$ cat src/rtl/bus_pkg.sv
// Shared types and the SoC address map for the peripheral bus fabric.
package bus_pkg;

    typedef enum logic [1:0] {
        IDLE   = 2'd0,
        ACCESS = 2'd1,
        RESP   = 2'd2
    } bus_state_e;

    typedef enum logic [1:0] {
        ERR_NONE     = 2'b00,
        ERR_UNMAPPED = 2'b01,
        ERR_TIMEOUT  = 2'b10
    } err_code_e;

    localparam logic [31:0] DEADBEEF     = 32'hDEAD_BEEF;
    localparam logic [31:0] ERR_ADDR_DEF = 32'h0000_2FF0;

    // Slots 6/7 are spare: a base bit outside the mask can never match.
    localparam int SOC_N_SLV = 8;
    localparam logic [SOC_N_SLV*32-1:0] SOC_SLV_BASE = {
        32'h0000_0001, 32'h0000_0001, 32'h0000_2020, 32'h0000_2010,
        32'h0000_2008, 32'h0000_2004, 32'h0000_2000, 32'h0000_1000
    };
    localparam logic [SOC_N_SLV*32-1:0] SOC_SLV_MASK = {
        32'hFFFF_FFFE, 32'hFFFF_FFFE, 32'hFFFF_FFF0, 32'hFFFF_FFF0,
        32'hFFFF_FFFC, 32'hFFFF_FFFC, 32'hFFFF_FFFC, 32'hFFFF_F000
    };

    function automatic logic [7:0] sat_inc8(input logic [7:0] v);
        return (v == 8'hFF) ? v : v + 8'd1;
    endfunction

endpackage

$ cat src/rtl/bus_addr_decode.sv
// Priority decoder: lowest-index hit wins; valid when any slot hits.
module bus_addr_decode #(
    parameter int N_SLV = 8
) (
    input  logic [N_SLV-1:0] hit_i,
    output logic [N_SLV-1:0] sel_o,
    output logic             valid_o
);

    logic found;

    always_comb begin
        sel_o = '0;
        found = 1'b0;
        for (int k = 0; k < N_SLV; k++) begin
            if (hit_i[k] && !found) begin
                sel_o[k] = 1'b1;
                found    = 1'b1;
            end
        end
    end

    assign valid_o = |hit_i;

endmodule

$ cat src/rtl/periph_bus_fabric.sv
// Memory-mapped interconnect: decode, per-slave ready handshake, timeout
// watchdog and a readable error capture block.
module periph_bus_fabric
    import bus_pkg::*;
#(
    parameter int                  N_SLV    = 8,
    parameter int                  DW       = 32,
    parameter int                  AW       = 32,
    parameter logic [N_SLV*AW-1:0] SLV_BASE = {N_SLV{AW'(0)}},
    parameter logic [N_SLV*AW-1:0] SLV_MASK = {N_SLV{AW'(32'hFFFF_F000)}},
    parameter int                  TIMEOUT  = 255,
    parameter logic [AW-1:0]       ERR_ADDR = AW'(ERR_ADDR_DEF)
) (
    input  logic                clk_i,
    input  logic                rst_ni,
    input  logic [AW-1:0]       m_addr_i,
    input  logic [DW-1:0]       m_wdata_i,
    input  logic                m_we_i,
    input  logic                m_re_i,
    output logic [DW-1:0]       m_rdata_o,
    output logic                m_ready_o,
    output logic                m_err_o,
    output logic [N_SLV-1:0]    s_sel_o,
    output logic                s_we_o,
    output logic [AW-1:0]       s_addr_o,
    output logic [DW-1:0]       s_wdata_o,
    input  logic [N_SLV*DW-1:0] s_rdata_i,
    input  logic [N_SLV-1:0]    s_ready_i,
    output logic                irq_err_o
);

    localparam int            CW           = $clog2(TIMEOUT + 1);
    localparam logic [AW-1:0] ERR_BLK_MASK = ~AW'(7);

    bus_state_e state_q, state_d;

    logic [N_SLV-1:0] hit, dec_sel, sel_q;
    logic             dec_valid, err_hit;
    logic [AW-1:0]    off_d, off_q, addr_q, fault_q;
    logic [DW-1:0]    wdata_q, rdata_q, rdata_d, slv_rdata;
    logic             we_q, int_q, unm_q, err_q, flag_q, slv_rdy;
    logic [CW-1:0]    cnt_q;
    logic [7:0]       ecnt_q;
    err_code_e        code_q, code_d;
    logic             take, fin, err_evt, clr_evt;

    always_comb begin
        hit = '0;
        for (int k = 0; k < N_SLV; k++) begin
            hit[k] = ((m_addr_i & SLV_MASK[k*AW +: AW]) == SLV_BASE[k*AW +: AW]);
        end
    end

    assign err_hit = ((m_addr_i & ERR_BLK_MASK) == ERR_ADDR);

    bus_addr_decode #(.N_SLV(N_SLV)) u_decode (
        .hit_i   (hit),
        .sel_o   (dec_sel),
        .valid_o (dec_valid)
    );

    always_comb begin
        off_d = '0;
        for (int k = 0; k < N_SLV; k++) begin
            if (dec_sel[k]) off_d = m_addr_i & ~SLV_MASK[k*AW +: AW];
        end
    end

    always_comb begin
        slv_rdy   = 1'b0;
        slv_rdata = '0;
        for (int k = 0; k < N_SLV; k++) begin
            if (sel_q[k]) begin
                slv_rdy   = s_ready_i[k];
                slv_rdata = s_rdata_i[k*DW +: DW];
            end
        end
    end

    always_ff @(posedge clk_i) begin
        if (!rst_ni) state_q <= IDLE;
        else         state_q <= state_d;
    end

    always_comb begin
        state_d = state_q;
        take    = 1'b0;
        fin     = 1'b0;
        err_evt = 1'b0;
        clr_evt = 1'b0;
        code_d  = ERR_NONE;
        rdata_d = '0;
        case (state_q)
            IDLE: begin
                if (m_we_i || m_re_i) begin
                    take    = 1'b1;
                    state_d = ACCESS;
                end
            end
            ACCESS: begin
                // Resolution order: internal block, unmapped, slave ready, watchdog.
                if (int_q) begin
                    fin     = 1'b1;
                    clr_evt = we_q && !addr_q[2];
                    if (!we_q) rdata_d = addr_q[2] ? DW'(fault_q) : DW'({ecnt_q, code_q});
                end else if (unm_q) begin
                    fin     = 1'b1;
                    err_evt = 1'b1;
                    code_d  = ERR_UNMAPPED;
                    if (!we_q) rdata_d = DW'(DEADBEEF);
                end else if (slv_rdy) begin
                    fin = 1'b1;
                    if (!we_q) rdata_d = slv_rdata;
                end else if (cnt_q == CW'(TIMEOUT - 1)) begin
                    fin     = 1'b1;
                    err_evt = 1'b1;
                    code_d  = ERR_TIMEOUT;
                    if (!we_q) rdata_d = DW'(DEADBEEF);
                end
                if (fin) state_d = RESP;
            end
            RESP:    state_d = IDLE;
            default: state_d = IDLE;
        endcase
    end

    always_ff @(posedge clk_i) begin
        if (!rst_ni) begin
            addr_q  <= '0;
            wdata_q <= '0;
            off_q   <= '0;
            sel_q   <= '0;
            we_q    <= 1'b0;
            int_q   <= 1'b0;
            unm_q   <= 1'b0;
            cnt_q   <= '0;
            rdata_q <= '0;
            err_q   <= 1'b0;
            ecnt_q  <= '0;
            code_q  <= ERR_NONE;
            fault_q <= '0;
            flag_q  <= 1'b0;
        end else begin
            if (take) begin
                addr_q  <= m_addr_i;
                wdata_q <= m_wdata_i;
                we_q    <= m_we_i;
                int_q   <= err_hit;
                unm_q   <= !err_hit && !dec_valid;
                sel_q   <= err_hit ? '0 : dec_sel;
                off_q   <= err_hit ? '0 : off_d;
                cnt_q   <= '0;
            end else if (state_q == ACCESS && !fin) begin
                cnt_q <= cnt_q + CW'(1);
            end
            if (fin) begin
                rdata_q <= rdata_d;
                err_q   <= err_evt;
            end
            // A fresh error outranks a same-cycle clear.
            if (err_evt) begin
                ecnt_q <= sat_inc8(ecnt_q);
                code_q <= code_d;
                flag_q <= 1'b1;
                if (!flag_q) fault_q <= addr_q;
            end else if (clr_evt) begin
                ecnt_q  <= '0;
                code_q  <= ERR_NONE;
                flag_q  <= 1'b0;
                fault_q <= '0;
            end
        end
    end

    assign m_ready_o = (state_q == RESP);
    assign m_err_o   = (state_q == RESP) && err_q;
    assign m_rdata_o = rdata_q;
    assign s_sel_o   = (state_q == ACCESS) ? sel_q : '0;
    assign s_we_o    = (state_q == ACCESS) && we_q && (|sel_q);
    assign s_addr_o  = off_q;
    assign s_wdata_o = wdata_q;
    assign irq_err_o = flag_q;

endmodule
$ cat config.mk
export PLATFORM = sky130hd
export DESIGN_NAME = periph_bus_fabric
export DESIGN_NICKNAME = d
export VERILOG_FILES = /design/src/rtl/bus_pkg.sv /design/src/rtl/bus_addr_decode.sv /design/src/rtl/periph_bus_fabric.sv
export SDC_FILE = /design/constraint.sdc
export NUM_CORES = 1
export LEC_CHECK = 0
export BUFFER_PORTS_ARGS = -buffer_cell sky130_fd_sc_hd__buf_4
export CAP_MARGIN = 20
export CORE_AREA = 5 5 169 171
export DETAILED_ROUTE_END_ITERATION = 8
export DIE_AREA = 0 0 174 176
export GPL_TIMING_DRIVEN = 0
export REMOVE_ABC_BUFFERS = 1
export SETUP_SLACK_MARGIN = 0.02
export SLEW_MARGIN = 40
export SYNTH_ARGS = -nofsm -noshare
export SYNTH_HDL_FRONTEND = slang
export SYNTH_SLANG_ARGS = --single-unit
$ cat constraint.sdc
create_clock -name clk_i -period 1.9 [get_ports clk_i]
set_input_delay 0.19 -clock clk_i [delete_from_list [all_inputs] [get_ports clk_i]]
set_output_delay 0.19 -clock clk_i [all_outputs]
set_load 0.1 [all_outputs]
==> results.sh, run 1 <==
export IMPL_via_count=7086
export IMPL_cts_max_level=4
export IMPL_async_flop_share_pct=0
export IMPL_synth_edf_count=0
export IMPL_dp_hpwl_mm=16.0
export IMPL_via_per_inst=4.89
export IMPL_io_buffers=181
export IMPL_wire_per_inst_um=17.4
export IMPL_die_w_um=174
export IMPL_cts_max_path_buffers=2
export IMPL_outcome="finished clean"
export IMPL_cts_made_buffers=17
export IMPL_p_total_mw=9.76
export IMPL_grtUsageTotal_pct=16.0
export IMPL_period_share_pct=97.1
export IMPL_syn_mean_instance_area_sq_um=8.18
export IMPL_drv_slew=0
export IMPL_skew_ps=14.4
export IMPL_die_area_sq_um=30600
export IMPL_gr_total_overflow=0
export IMPL_num_rows=60
export IMPL_crit_required_ps=2250
export IMPL_drive_gt1_share_pct=29.2
export IMPL_fillerInstances=2657
export IMPL_maxCapViolations=0
export IMPL_grt_pass1_vias=6835
export IMPL_layout_common_cells="217 x nand2_1, 210 x buf_4, 154 x dfxtp_1"
export IMPL_cts_tree="built"
export IMPL_initial_core_util_pct=26.9
export IMPL_drt_iter0_drc=475
export IMPL_critPathCaptureType="flop"
export IMPL_drc=0
export IMPL_wirelength_mm=25.2
export IMPL_min_period_ps=1850
export IMPL_grt_max_degree=64
export IMPL_slowest_delay_ps=540
export IMPL_synth_largest_area_cell="dfxtp_1"
export IMPL_tightest_slew_ps=734
export IMPL_fin_nets=1430
export IMPL_pwr_density_cell_nw_per_um2=935
export IMPL_ios=440
export IMPL_synth_seq_cells=166
export IMPL_synth_cells=878
export IMPL_final_common_cell="nand2_1"
export IMPL_worst_path_max_fanout=8
export IMPL_antenna_found_initial=1
export IMPL_finalHoldViolCount=0
export IMPL_max_vdd_ir_drop_v=0.000527
export IMPL_gp_congestion=0.773
export IMPL_slew_headroom_pct=51.1
export IMPL_synthDominantCellAreaShare_pct=46.3
export IMPL_pre_cts_ws_ps=-915
export IMPL_ant_nets=0
export IMPL_critical_path_class="flop to flop"
export IMPL_timing_critical_path_buf_inv=1
export IMPL_startpoint_type="flop"
export IMPL_p_leak_nw=4.17
export IMPL_setup_tns_ps=0
export IMPL_fmax_mhz=542
export IMPL_clk_insertion_delay_late_ps=430
export IMPL_setup_viol=0
export IMPL_coreArea_sq_um=26700
export IMPL_hold_path_class="primary input to flop"
export IMPL_path_clk_slew_ps=80
export IMPL_arrival_ps=2200
export IMPL_ys_dominant_reg_cell="dfxtp_1"
export IMPL_syn_to_final_growth_pct=45.4
export IMPL_syn_area_sq_um=7180
export IMPL_synthDistinctLibCells=56
export IMPL_path_delay_family="simple AND/OR/NAND/NOR gates"
export IMPL_ys_top_cells_by_area="dfxtp_1 46%, nand2_1 11%, a21oi_1 7.0%, o211ai_1 3.7%, clkbuf_1 3.1%"
export IMPL_die_height_um=176
export IMPL_clkSinkCount=166
export IMPL_fin_util_pct=39.1
export IMPL_yosysWarnings=0
export IMPL_dr_pass1_iters=5
export IMPL_slowest_stage="or4_1"
export IMPL_root_buffer="clkbuf_16"
export IMPL_critical_path_cell_chain="inv_4 -> ha_4 -> nand3_4 -> o31a_4 -> or4_1 -> a21oi_2"
export IMPL_grt_pass1_wl_mm=39.2
export IMPL_worst_slack_ps=54.6
export IMPL_ys_seq_area_share_pct=46.3
state kept, by name (all words and copies together) (netlist names):
name,flops
ecnt_q,8
int_q,1
irq_err_o,1
sel_q,1
m_rdata_o,32
code_q,2
s_wdata_o,32
err_q,1
s_addr_o,12
unm_q,1
fault_q,32
state_q,2
cnt_q,8
addr_q,32
we_q,1
Yosys cell counts (2+ instances only):
cell type / number
nand2b_1: 4
nand2_1: 218
or3_1: 6
o21a_1: 8
nor2_1: 7
and3_1: 3
buf_1: 8
nor2b_1: 2
o21ai_0: 42
buf_2: 5
a21oi_1: 101
or4_1: 6
dfxtp_1: 166
nor4_1: 14
a211oi_1: 3
a22o_1: 12
nor3_1: 3
inv_1: 13
o2111ai_1: 2
o21ai_1: 4
o31ai_1: 4
buf_4: 27
o221a_2: 15
a22oi_1: 9
nand3_1: 30
clkbuf_2: 3
nand4_1: 4
o31a_1: 2
mux2i_1: 13
a221oi_1: 8
ha_1: 3
clkbuf_1: 59
mux2_2: 2
and4_1: 2
or2_2: 4
o211ai_1: 35
a21boi_0: 8
and2_1: 5
timing repair:
action | CTS | global route
hold buffers | 47 | 0
gates resized for setup | 36 | 27
gates cloned | 4 | 0
setup buffers | 18 | 14
hold endpoints to repair | 48 | 0
pin swaps | 8 | 15
setup endpoints to repair | 101 | 73
worst min-delay path, stage by stage:
cell	delay [ps]
buf_4	120
nand2_1	50
a21oi_1	50
per-stage QoR:
step / hold WS, ps / instances / cell area (sq um)
2_1_floorplan: 308 / 801 / 6770
3_3_place_gp: 415 / 1323 / 8560
3_5_place_dp: 417 / 1334 / 8830
4_1_cts: 1.76 / 1435 / 10300
5_1_grt: 8.81 / 1449 / 10400
6_report: 23.1 / 1450 / 10400
routing by layer:
layer  track usage [%]  up-vias  share of wire, %
li1                  -     3484                 -
met1              21.8     3316                46
met2              24.6      264                45
met3              4.56       22               8.0
met4              4.95        0               1.4
met5                 0        -                 0
path summary, 6_finish.rpt:
kind	startpoint	to	slack [ps]	depth (start not counted)
setup / recovery	cnt_q[0]$_SDFFE_PP0P_	ecnt_q[3]$_SDFFE_PN0P_	50	6
hold / removal	m_addr_i[14]	addr_q[14]$_SDFFE_PN0P_	20	3
setup reg to reg	cnt_q[0]$_SDFFE_PP0P_	ecnt_q[3]$_SDFFE_PN0P_	50	6
hold reg to reg	addr_q[26]$_SDFFE_PN0P_	fault_q[26]$_SDFFE_PN0P_	450	2
layout make-up:
class | count | area, sq um | share of cell area, %
multi-input combinational | 625 | 3640 | 34.9
sequential | 166 | 3350 | 32.1
timing repair buffer | 272 | 2360 | 22.6
tap | 341 | 427 | 4.09
clock buffer | 17 | 425 | 4.07
clock inverter | 15 | 183 | 1.75
inverter | 13 | 56.3 | 0.539
antenna | 1 | 2.50 | 0.0240
kinds of logic after synthesis:
| family | after synthesis | synth area share (%) |
|---|---|---|
| AND/OR/NAND/NOR | 314 | 19.5 |
| adder cells (fa/ha/maj) | 3 | 0.523 |
| other | 1 | 0.0522 |
| XOR/XNOR | 2 | 0.244 |
| multiplexers | 15 | 2.13 |
| buffers and inverters | 116 | 7.72 |
| flip-flops | 166 | 46.3 |
| AO/OA/AOI/OAI | 261 | 23.6 |
power breakdown:
group	switching, mW	internal (mW)	leakage, nW
Clock	1.66	1.89	0.291
Sequential	0.134	3.65	1.36
Combinational	1.70	0.718	2.51
Total	3.50	6.26	4.17
No activity file was read; power rests on OpenSTA's default activity.
==> inputs of run 2 (changes only) <==
PLACE_DENSITY = 0.55   (was unset)
==> results.sh, run 2 (synthesis results as in run 1) <==
export IMPL_outcome="finished clean"
export IMPL_critPathCaptureType="flop"
export IMPL_p_leak_nw=4.13
export IMPL_post_place_cells=1335
export IMPL_p_total_mw=9.76
export IMPL_rr_worst_depth=6
export IMPL_slew_headroom_pct=56.9
export IMPL_clkSinkCount=166
export IMPL_r2r_end="ecnt_q[5]$_SDFFE_PN0P_"
export IMPL_fillerInstances=2738
export IMPL_period_share_pct=97.4
export IMPL_fmax_mhz=541
export IMPL_finalHoldViolCount=0
export IMPL_setup_viol=0
export IMPL_cts_tree="built"
export IMPL_die_area_sq_um=30600
export IMPL_initial_core_util_pct=26.9
export IMPL_dr_pass1_iters=5
export IMPL_crit_required_ps=2230
export IMPL_fin_util_pct=38.8
export IMPL_instances_no_fill=1443
export IMPL_ios=440
export IMPL_via_count=7067
export IMPL_gp_congestion=0.770
export IMPL_syn_to_final_growth_pct=44.3
export IMPL_hold_path_class="primary input to flop"
export IMPL_min_to="s_addr_o[3]$_SDFFE_PN0P_"
export IMPL_ant_nets=0
export IMPL_gr_total_overflow=0
export IMPL_grtUsageTotal_pct=15.8
export IMPL_die_w_um=174
export IMPL_tightest_slew_ps=646
export IMPL_cts_max_level=4
export IMPL_final_common_cell="nand2_1"
export IMPL_pwr_density_cell_nw_per_um2=941
export IMPL_root_buffer="clkbuf_16"
export IMPL_regArea_sq_um=3340
export IMPL_min_period_ps=1850
export IMPL_clk_insertion_delay_late_ps=440
export IMPL_critical_path_class="flop to flop"
export IMPL_wire_per_inst_um=17.2
export IMPL_grt_pass1_wl_mm=39.3
export IMPL_coreArea_sq_um=26700
export IMPL_max_vdd_ir_drop_v=0.000415
export IMPL_worst_path_max_fanout=6
export IMPL_min_from="m_addr_i[3]"
export IMPL_cts_max_path_buffers=2
export IMPL_grt_pass1_vias=6941
export IMPL_grt_max_degree=64
export IMPL_grt_setup_unrepaired="true"
export IMPL_hold_depth=2
export IMPL_dpl_cell_area_sq_um=8840
export IMPL_layout_common_cells="217 x nand2_1, 204 x buf_4, 155 x dfxtp_1"
export IMPL_drc=0
export IMPL_maxCapViolations=0
export IMPL_dp_hpwl_mm=16.0
export IMPL_drv_slew=0
export IMPL_antenna_found_initial=0
export IMPL_startpoint_type="flop"
export IMPL_path_clk_slew_ps=70
export IMPL_die_height_um=176
export IMPL_drive_gt1_share_pct=28.8
export IMPL_arrival_ps=2170
export IMPL_drt_iter0_drc=474
export IMPL_holdWs_ps=18.2
export IMPL_regToRegSetupSlack_ps=50
export IMPL_fin_area_sq_um=10400
export IMPL_r2r_start="cnt_q[0]$_SDFFE_PP0P_"
export IMPL_skew_ps=13.5
export IMPL_num_rows=60
export IMPL_multi_input_area_sq_um=3640
export IMPL_io_buffers=181
export IMPL_cts_made_buffers=17
export IMPL_insertedDiodeCount=0
export IMPL_fin_nets=1424
export IMPL_wirelength_mm=24.9
export IMPL_via_per_inst=4.90
-- run 2: how the worst max path moves through the flow --
stage,start,to,slack (ps),depth (start not counted)
finish,cnt_q[0]$_SDFFE_PP0P_,ecnt_q[5]$_SDFFE_PN0P_,50,6
global route,int_q$_SDFFE_PN0P_,fault_q[6]$_SDFFE_PN0P_,-20,4
CTS,cnt_q[0]$_SDFFE_PP0P_,ecnt_q[5]$_SDFFE_PN0P_,20,6
global placement,rst_ni,s_addr_o[6]$_SDFFE_PN0P_,-2480,4
detailed placement,int_q$_SDFFE_PN0P_,m_rdata_o[15]$_SDFFE_PN0P_,-890,5
floorplan,state_q[1]$_SDFFE_PN0P_,m_err_o,-930,2
-- run 2: per-layer routing --
| layer | wire (um) | vias up | part of all wire [%] | GRT usage [%] |
|---|---|---|---|---|
| met3 | 2020 | 22 | 8.1 | 4.43 |
| li1 | - | 3469 | - | - |
| met5 | 0 | - | 0 | 0 |
| met4 | 367 | 0 | 1.5 | 4.88 |
| met2 | 11200 | 272 | 45 | 24.5 |
| met1 | 11300 | 3304 | 46 | 21.4 |
-- run 2: metrics by stage --
step | setup slack [ps] | setup TNS (ps)
6_report | 50.2 | 0
5_1_grt | -23.7 | -113
4_1_cts | 24.2 | 0
3_5_place_dp | -891 | -55120
3_3_place_gp | -2480 | -257120
2_1_floorplan | -935 | -54620
-- run 2: final cells by class --
class / count / share of cell area (%)
multi-input cells: 627 / 35.1
clock inverters: 14 / 1.64
repair buffers: 264 / 22.1
inverters: 13 / 0.543
flip-flops and latches: 166 / 32.3
clock buffers: 18 / 4.24
well taps: 341 / 4.12
-- run 2: repair_timing --
item | 4_1_cts | 5_1_grt
gates resized for setup | 28 | 18
pin swaps | 7 | 2
gates cloned | 4 | 2
endpoints found under the hold margin | 46 | 0
setup endpoints to repair | 100 | 60
hold buffers | 45 | 0
setup buffers | 19 | 6
-- run 2: where the power goes --
group	total, mW	leakage, nW	switching (mW)	internal (mW)
Sequential	3.79	1.36	0.132	3.66
Combinational	2.40	2.49	1.69	0.708
Clock	3.57	0.284	1.56	2.01
-- run 2: worst max-delay path: stages (launching register included) --
cell and delay (ps):
dfxtp_4 350, inv_4 60, ha_4 140, nand3_4 110, o31a_4 410, or4_4 550, mux2i_1 130
